`config.mk`:
```
export PLATFORM = sky130hd
export DESIGN_NAME = universal_register
export DESIGN_NICKNAME = d
export VERILOG_FILES = /design/src/rtl/universal_register_pkg.sv /design/src/rtl/universal_register.sv
export SDC_FILE = /design/constraint.sdc
export NUM_CORES = 1
export LEC_CHECK = 0
export CORE_ASPECT_RATIO = 1.5
export CORE_MARGIN = 8
export CORE_UTILIZATION = 48
export CTS_CLUSTER_SIZE = 40
export DETAILED_ROUTE_END_ITERATION = 10
export HOLD_SLACK_MARGIN = 0.05
export PLACE_DENSITY = 0.92
export RECOVER_POWER = 50
export SLEW_MARGIN = 5
export SYNTH_ARGS = -nofsm -noshare
export SYNTH_HDL_FRONTEND = slang
export SYNTH_SLANG_ARGS = --single-unit
```
`constraint.sdc`:
```
create_clock -name clock -period 6.6 [get_ports clock]
set_clock_uncertainty 0.15 [all_clocks]
set_input_delay 1.32 -clock clock [delete_from_list [all_inputs] [get_ports clock]]
set_output_delay 1.32 -clock clock [all_outputs]
set_load 0.01 [all_outputs]
```
`src/rtl/universal_register_pkg.sv`:
```
// Mode encodings shared by the universal register and its users.
package universal_register_pkg;

    localparam logic [2:0] MODE_HOLD = 3'd0;
    localparam logic [2:0] MODE_LOAD = 3'd1;
    localparam logic [2:0] MODE_SHL  = 3'd2;
    localparam logic [2:0] MODE_SHR  = 3'd3;
    localparam logic [2:0] MODE_ROL  = 3'd4;
    localparam logic [2:0] MODE_ROR  = 3'd5;
    localparam logic [2:0] MODE_UP   = 3'd6;
    localparam logic [2:0] MODE_DOWN = 3'd7;

endpackage

```
`src/rtl/universal_register.sv`:
```
// WIDTH-bit storage/shift/count register with sync reset, preset, enable
// and a registered wrap pulse for counter overflow/underflow.
module universal_register
    import universal_register_pkg::*;
#(
    parameter int                 WIDTH        = 8,
    parameter logic [WIDTH-1:0]   PRESET_VALUE = {WIDTH{1'b1}},
    parameter logic [WIDTH-1:0]   RESET_VALUE  = '0
) (
    input  logic             clock,
    input  logic             reset,
    input  logic             preset,
    input  logic             en,
    input  logic [2:0]       mode,
    input  logic [WIDTH-1:0] D,
    input  logic             sin_l,
    input  logic             sin_r,
    output logic [WIDTH-1:0] Q,
    output logic [WIDTH-1:0] _Q,
    output logic             sout_l,
    output logic             sout_r,
    output logic             wrap
);

    logic [WIDTH-1:0] q_q, q_d;
    logic             wrap_q, wrap_d;

    always_comb begin
        q_d    = q_q;
        wrap_d = 1'b0;
        if (preset) begin
            q_d = PRESET_VALUE;
        end else if (en) begin
            unique case (mode)
                MODE_HOLD: q_d = q_q;
                MODE_LOAD: q_d = D;
                MODE_SHL:  q_d = {q_q[WIDTH-2:0], sin_l};
                MODE_SHR:  q_d = {sin_r, q_q[WIDTH-1:1]};
                MODE_ROL:  q_d = {q_q[WIDTH-2:0], q_q[WIDTH-1]};
                MODE_ROR:  q_d = {q_q[0], q_q[WIDTH-1:1]};
                MODE_UP: begin
                    q_d    = q_q + 1'b1;
                    wrap_d = (q_q == {WIDTH{1'b1}});
                end
                MODE_DOWN: begin
                    q_d    = q_q - 1'b1;
                    wrap_d = (q_q == '0);
                end
                default: q_d = q_q;
            endcase
        end
    end

    // Reset overrides everything, including a wrap computed this edge.
    always_ff @(posedge clock) begin
        if (reset) begin
            q_q    <= RESET_VALUE;
            wrap_q <= 1'b0;
        end else begin
            q_q    <= q_d;
            wrap_q <= wrap_d;
        end
    end

    assign Q      = q_q;
    assign _Q     = ~q_q;
    assign sout_l = q_q[WIDTH-1];
    assign sout_r = q_q[0];
    assign wrap   = wrap_q;

endmodule

```
; After elaboration in Yosys (flattened, before gate mapping)
; Cells that the tools add are included.
[totals]
reg_bits = 9
[op_classes]
addsub = 2
eq_ne = 9
mux = 4
bitwise = 2
n_reduce_logical = 5
[ops]
columns = op, count
row1 = 8-bit one-hot mux with 7 select lines, 1
row2 = 8-bit 2-to-1 mux, 2
row3 = 3-bit equality test (second input constant), 4
row4 = 8-bit by 1-bit adder with 8-bit output (second input constant), 1
row5 = 8-bit equality test (second input constant), 1
row6 = 8-bit zero test, 1
row7 = 8-bit inverter, 1
row8 = 8-bit by 1-bit subtractor with 8-bit output (second input constant), 1
row9 = 3-bit by 2-bit equality test with 1-bit output (second input constant), 2
row10 = 3-bit by 1-bit equality test with 1-bit output (second input constant), 1
row11 = 3-bit zero test, 1
row12 = 3-bit OR reduction, 1
row13 = 2-bit inequality test (second input constant), 1
row14 = 1-bit one-hot mux with 2 select lines, 1
row15 = 2-bit AND reduction, 1
row16 = 2-bit nonzero test, 1
row17 = 1-bit inverter, 1

; Depth between registers and ports, before layout
; Gate-level depths: netlist of run 1.
[logic_depth]
word_depth = 4
depth_mapped = 9
ltp_nobuf = 8

; Least setup slack after synthesis of run 1
; No wires, ideal clock.
[synth_path]
path_kind = input-to-reg
from = input mode[1]
to = register q_q[6], in the netlist Q[6]
setup_ps = 128
arrival_time_ps = 2885
required_time_ps = 6322
path_slack_ps = 3437
path_stages = 9
cell_sequence = buf_4 -> nand3_1 -> xnor2_1 -> ha_1 -> or4_4 -> nor4_2 -> o21ai_0 -> a21oi_1 -> a211oi_1
[synth_between]
elab_chain_cells = 4
[synth_rtl]
columns = item, line
row1 = start: declaration, universal_register.sv:14  ; input logic [2:0] mode,
row2 = 3-bit equality test (tied with other cells), universal_register.sv:34  ; unique case (mode)
row3 = 8-bit one-hot mux with 7 select lines, universal_register.sv:34
row4 = 8-bit 2-to-1 mux, universal_register.sv:33  ; end else if (en) begin
row5 = 8-bit 2-to-1 mux, universal_register.sv:31  ; if (preset) begin
row6 = end signal: assignment, universal_register.sv:60  ; q_q <= q_d;
row7 = end: declaration, universal_register.sv:25  ; logic [WIDTH-1:0] q_q, q_d;
; Parallel ways exist; a longest one is shown, timed or not. The select of a mux whose other input is x is not followed.
; A chain may end at the register's enable or synchronous reset.

; Final worst setup path of run 1
[layout_path]
from = input mode[0]
to = register q_q[6], in the netlist Q[6]
; The elaborated chain is that of the path after synthesis.

==> impl_metrics.py, run 1 <==
metrics = {
    "setup_path": {
        "critPathKind": "input port to register",
        "reg2reg_from": "Q[1]",
        "reg2reg_to": "Q[6]",
        "reg2reg_depth": 7,
        "max_stage_delay_ps": 1100,
        "crit_fanout": 30,
        "critPathLaunch": "mode[0]",
        "crit_chain": "clkdlybuf4s50_1 > nand3_1 > xnor2_1 > ha_1 > nand3_1 > nor4b_1 > o21ai_0 > a21oi_1 > a211oi_1",
        "crit_path_end_kind": "register",
        "path_common_cell": "nand3_1",
        "arrival_ps": 4300,
        "cp.required_ps": 6600,
        "critPathCapture": "Q[6]",
        "r2r_slack_ps": 4430,
        "critPathLaunchType": "input port",
        "cp_slowest_cell": "clkdlybuf4s50_1",
    },
    "global_route": {
        "grt_pass1_wl_mm": 5.39,
        "track_usage": 0.171,
        "grt.busiest_layer": "met2",
        "gr-usage-met1": 0.205,
        "antenna_found_initial": 0,
        "grtUsageMet2": 0.281,
        "grt_max_degree": 31,
        "grt_overflow": 0,
        "grt_pass1_vias": 1183,
        "met3_usage": 0.0224,
    },
    "power_and_ir_drop": {
        "vdd_drop_max_mv": 0.0687,
        "p_int_uw": 126,
        "power_frac_clock": 0.227,
        "p_leak_uw": 0.000478,
        "powerDensity_nw_per_um2": 152,
        "p_seq_frac": 0.349,
        "power_switching_uw": 77.1,
        "combPwrFrac": 0.424,
        "p_sw_frac": 0.379,
    },
    "cts": {
        "cts_sinks": 9,
        "path_clk_slew_ps": 70,
        "hold_buffers": 0,
        "cts_buffer_depth": 2,
        "cts_buffers": 3,
        "cts_resized": 0,
        "cts-root-buf": "clkbuf_4",
        "htreeDepth": 1,
        "clk_latency_ps": 270,
        "cts_tree": "done",
        "post_cts.repair.setup_buffers": 0,
    },
    "logic_synthesis": {
        "synth_top_cell_area_share": 0.174,
        "synth.area.top_cells": "dfxtp_1 (17%), o21ai_0 (6.8%), a211oi_1 (5.8%), buf_4 (4.4%), nor2_1 (4.0%)",
        "syn-mean-instance-area_um2": 7.23,
        "postSynth.asyncResetShare": 0,
        "yosysSeqAreaShare": 0.174,
        "syn_nets": 161,
        "synth_commonest_cells": "o21ai_0 (14), nor2_1 (11), nand2_1 (10), dfxtp_1 (9)",
        "syn_inst": 143,
        "yosys_warnings": 0,
        "yosys_register_bits": 9,
        "yosys_most_used_dff": "dfxtp_1",
        "syn_area_um2": 1030,
        "yosysUniqueCellTypes": 48,
        "yosysMostFrequentCell": "o21ai_0",
        "synth_edf_count": 0,
        "synth_area_leader_cell": "dfxtp_1",
    },
    "detailed_routing": {
        "wire_per_inst_um": 17.5,
        "via_count": 1213,
        "detail_route.iter0.violations": 73,
        "detail-route-antenna-nets": 0,
        "drt_wl_total_mm": 3.28,
        "first_pass_iters": 4,
        "drc_errors": 0,
        "via_per_inst": 6.45,
    },
    "sta": {
        "tightest_slew_ps": 960,
        "tns_ps": 0,
        "max_freq_mhz": 232,
        "grt_setup_unrepaired": "false",
        "fin_crit_ps": 4300,
        "hold_viol": 0,
        "finalSetupViolCount": 0,
        "fin_crit_sh": 0.652,
        "slew_headroom": 0.358,
        "maxSlewViolCount": 0,
        "fin_hold_ws_ps": 501,
    },
    "layout": {
        "multi_input_area_um2": 724,
        "fillCellCount": 187,
        "num_antenna_cells": 0,
        "drive_above_1_share": 0.0723,
        "fin_util": 0.660,
        "regArea_um2": 180,
        "layout.nets": 185,
        "final_cell_area_um2": 1340,
        "synthToLayoutAreaGrowth_pct": 29.5,
    },
    "floorplanning": {
        "initial_core_util": 0.510,
        "fp.dieW_um": 53.9,
        "coreArea_um2": 2030,
        "die_area_um2": 3920,
        "rows": 20,
        "die_y_um": 72.8,
        "ios": 36,
    },
    "hold_path": {
        "hold_path_class": "register to register",
    },
    "status": {
        "outcome": "completed",
    },
    "placement": {
        "portBuffers": 35,
        "place_congestion": 0.911,
        "placed_area_um2": 1310,
        "dpl.hpwl_mm": 2.38,
    },
    "flow_run": {
        "cap_violations": 0,
    },
}
kinds of logic after synthesis:
kind of cell | after synthesis | share of synthesized area
adders and majority gates | 1 | 0.0121
DFF | 9 | 0.174
xor gates and xnor gates | 4 | 0.0339
and+or+nand+nor | 52 | 0.293
buffers and inverters | 24 | 0.125
AOI/OAI and AO/OA | 51 | 0.341
muxes | 2 | 0.0206
layer usage:
layer / part of all wire / wire length (um)
met1: 0.40 / 1300
met2: 0.50 / 1630
met3: 0.077 / 253
met4: 0.029 / 95
met5: 0 / 0
sequential cells by signal (all words and copies together) (netlist names):
register and count:
wrap 1, Q 8
critical path: cells and delay by family:
family	cells	cell delay (ps)
and+or+nand+nor	3	960
buffers and inverters	1	1100
AOI/OAI and AO/OA	3	400
xor gates and xnor gates	1	270
adders and majority gates	1	230
metrics by stage:
stage,worst slack [ps],power [uW],instances
after floorplan,3440,124,143
after global placement,2230,158,184
after detailed placement,2100,160,184
after CTS,2360,205,188
after global routing,2080,213,188
final,2300,204,188
power by group through the flow:
| stage | logic (uW) | registers, uW | clock network (uW) |
|---|---|---|---|
| final | 86.2 | 71.1 | 46.2 |
| after global routing | 93.5 | 72.1 | 47.4 |
| after CTS | 88.7 | 70.8 | 45.7 |
| after detailed placement | 88.1 | 72.1 | 0 |
| after global placement | 86.2 | 71.9 | 0 |
| after floorplan | 56.1 | 67.9 | 0 |
area by class of cell:
cell class / instances / area share
multi-input combinational: 110 / 0.541
timing repair buffer: 35 / 0.262
sequential: 9 / 0.135
inverter: 8 / 0.0224
tap: 22 / 0.0206
clock buffer: 4 / 0.0196
worst min-delay path by stage:
stage | start | endpoint | slack, ps | cells past startpoint
2_1_floorplan | Q[0] | Q[0] | 470 | 2
3_3_place_gp | Q[1] | Q[1] | 470 | 2
3_5_place_dp | Q[0] | Q[0] | 490 | 2
4_1_cts | Q[1] | Q[1] | 500 | 2
5_1_grt | Q[1] | Q[1] | 540 | 2
6_report | Q[0] | Q[0] | 500 | 2
cells in the final DEF (no fill, tap or decap), drive strengths merged, types with 4 or more instances in the layout:
| master | synthesis | layout |
|---|---|---|
| nor2 | 11 | 11 |
| nand2 | 10 | 10 |
| nor3 | 6 | 6 |
| nor3b | 4 | 4 |
| clkbuf | 3 | 4 |
| clkdlybuf4s50 | 0 | 21 |
| inv | 8 | 8 |
| o21ai | 14 | 14 |
| xnor2 | 4 | 4 |
| dfxtp | 9 | 9 |
| dlygate4sd3 | 0 | 14 |
| nor2b | 4 | 4 |
| a211oi | 8 | 8 |
| a21oi | 8 | 8 |
Note: power is estimated with default switching activity, not from simulation.
==> run 2, diff against run 1 <==
--- a/config.mk
+++ b/config.mk
@@ -7,11 +7,11 @@
 export LEC_CHECK = 0
 export CORE_ASPECT_RATIO = 1.5
 export CORE_MARGIN = 8
-export CORE_UTILIZATION = 48
+export CORE_UTILIZATION = 45
 export CTS_CLUSTER_SIZE = 40
 export DETAILED_ROUTE_END_ITERATION = 10
 export HOLD_SLACK_MARGIN = 0.05
-export PLACE_DENSITY = 0.92
+export PLACE_DENSITY = 0.88
 export RECOVER_POWER = 50
 export SLEW_MARGIN = 5
 export SYNTH_ARGS = -nofsm -noshare
==> constraint.sdc (replaced) <==
create_clock -name clock -period 4.25 [get_ports clock]
set_clock_uncertainty 0.15 [all_clocks]
set_input_delay 0.85 -clock clock [delete_from_list [all_inputs] [get_ports clock]]
set_output_delay 0.85 -clock clock [all_outputs]
set_load 0.01 [all_outputs]
==> run 2 against run 1 <==
Net effect:
- design area increased by 1.2%
- register-to-register slack got worse by 2300 ps
- largest cell class unchanged
- sequential cell count unchanged
- hold slack got worse by 9.7 ps
- setup slack got worse by 1400 ps
- clock power increased by 50%
- combinational power increased by 55%
- critical path depth unchanged
==> impl_metrics.py, run 2 (synthesis results as in run 1) <==
metrics = {
    "cts": {
        "cts_buffers": 3,
        "cts_buffer_depth": 2,
        "clk_latency_ps": 260,
        "cts_tree": "done",
        "path_clk_slew_ps": 70,
        "cts-root-buf": "clkbuf_4",
        "htreeDepth": 1,
        "hold_buffers": 0,
        "post_cts.repair.setup_buffers": 0,
        "cts_sinks": 9,
        "cts_resized": 0,
    },
    "power_and_ir_drop": {
        "powerDensity_nw_per_um2": 232,
        "finalPower_uw": 315,
        "vdd_drop_max_mv": 0.106,
        "p_leak_uw": 0.000490,
    },
    "setup_path": {
        "crit_fanout": 14,
        "reg2reg_to": "Q[6]",
        "cp_slowest_cell": "clkdlybuf4s50_1",
        "critPathCapture": "Q[6]",
        "critPathKind": "input port to register",
        "cp.required_ps": 4230,
        "max_stage_delay_ps": 730,
        "reg2reg_from": "Q[1]",
        "critPathLaunchType": "input port",
        "r2r_slack_ps": 2090,
        "crit_chain": "clkdlybuf4s50_1 > nand3_1 > xnor2_1 > ha_1 > or4_4 > nor4_2 > o21ai_0 > a21oi_1 > a211oi_1",
        "arrival_ps": 3310,
        "reg2reg_depth": 7,
        "critPathLaunch": "mode[2]",
        "crit_path_end_kind": "register",
    },
    "sta": {
        "grt_setup_unrepaired": "false",
        "max_freq_mhz": 301,
        "fin_crit_ps": 3320,
        "tns_ps": 0,
        "fin_crit_sh": 0.782,
        "fin_hold_ws_ps": 492,
        "tightest_slew_ps": 632,
        "slew_headroom": 0.578,
        "maxSlewViolCount": 0,
        "hold_viol": 0,
        "worst_slack_ps": 927,
        "finalSetupViolCount": 0,
    },
    "floorplanning": {
        "rows": 21,
        "ios": 36,
        "fp.dieW_um": 55.1,
        "coreArea_um2": 2210,
        "die_area_um2": 4120,
        "die_y_um": 74.7,
        "initial_core_util": 0.468,
    },
    "layout": {
        "final_common_cell": "clkdlybuf4s50_1",
        "most-common-layout-cells": "clkdlybuf4s50_1 (21), o21ai_0 (14), dlygate4sd3_1 (14), nor2_1 (11), nand2_1 (10)",
        "layout.nets": 187,
        "num_antenna_cells": 0,
        "largest_register_ffs": 8,
        "fillCellCount": 205,
        "drive_above_1_share": 0.0833,
        "synthToLayoutAreaGrowth_pct": 31.1,
    },
    "detailed_routing": {
        "drc_errors": 0,
        "via_per_inst": 6.53,
        "detail_route.iter0.violations": 83,
        "via_count": 1247,
        "first_pass_iters": 4,
        "detail-route-antenna-nets": 0,
        "drt_wl_total_mm": 3.18,
        "wire_per_inst_um": 16.7,
    },
    "global_route": {
        "grt_pass1_wl_mm": 5.26,
        "track_usage": 0.165,
        "grt_pass1_vias": 1164,
        "grt_overflow": 0,
        "antenna_found_initial": 0,
        "grt_max_degree": 30,
    },
    "hold_path": {
        "hold_path_class": "register to register",
    },
    "placement": {
        "pre_cts_ws_ps": 694,
        "dpl.hpwl_mm": 2.29,
        "place_congestion": 0.941,
        "portBuffers": 35,
    },
    "flow_run": {
        "cap_violations": 0,
    },
    "status": {
        "outcome": "completed",
    },
}
## run 2: worst min-delay path by stage
stage / start / end / cells after the start
5_1_grt: Q[6] / Q[6] / 2
4_1_cts: Q[6] / Q[6] / 2
6_report: Q[6] / Q[6] / 2
3_3_place_gp: Q[6] / Q[6] / 2
3_5_place_dp: Q[6] / Q[6] / 2
2_1_floorplan: Q[0] / Q[0] / 2
## run 2: area by class of cell
type,count,area (um^2),share of cell area
multi-input combinational,110,724,0.535
timing repair buffer,37,365,0.270
sequential,9,180,0.133
inverter,8,30.0,0.0222
tap,23,28.8,0.0212
clock buffer,4,26.3,0.0194
## run 2: stage by stage
step | cells | area (um^2) | utilization
2_1_floorplan | 143 | 1030 | -
3_5_place_dp | 187 | 1330 | 0.602
5_1_grt | 191 | 1360 | 0.614
3_3_place_gp | 187 | 1330 | 0.602
6_report | 191 | 1360 | 0.614
4_1_cts | 191 | 1360 | 0.614
## run 2: layer usage
| metal | wire (um) | vias to the layer above | share of wire | track usage |
|---|---|---|---|---|
| met4 | 115 | 0 | 0.036 | 0.0938 |
| met5 | 0 | - | 0 | 0 |
| met3 | 294 | 14 | 0.092 | 0.0257 |
| met1 | 1230 | 572 | 0.39 | 0.192 |
| met2 | 1540 | 83 | 0.48 | 0.270 |
| li1 | - | 578 | - | - |
## run 2: power breakdown
group	total [uW]	internal (uW)	switching, uW
logic	134	69.0	64.8
clock network	69.3	36.3	33.0
registers	111	91.9	19.6
## run 2: critical path, delay by kind of cell
| kind | cells | cell delay [ps] |
|---|---|---|
| and+or+nand+nor | 3 | 950 |
| buffers and inverters | 1 | 730 |
| AOI/OAI and AO/OA | 3 | 340 |
| adders and majority gates | 1 | 230 |
| xor gates and xnor gates | 1 | 210 |
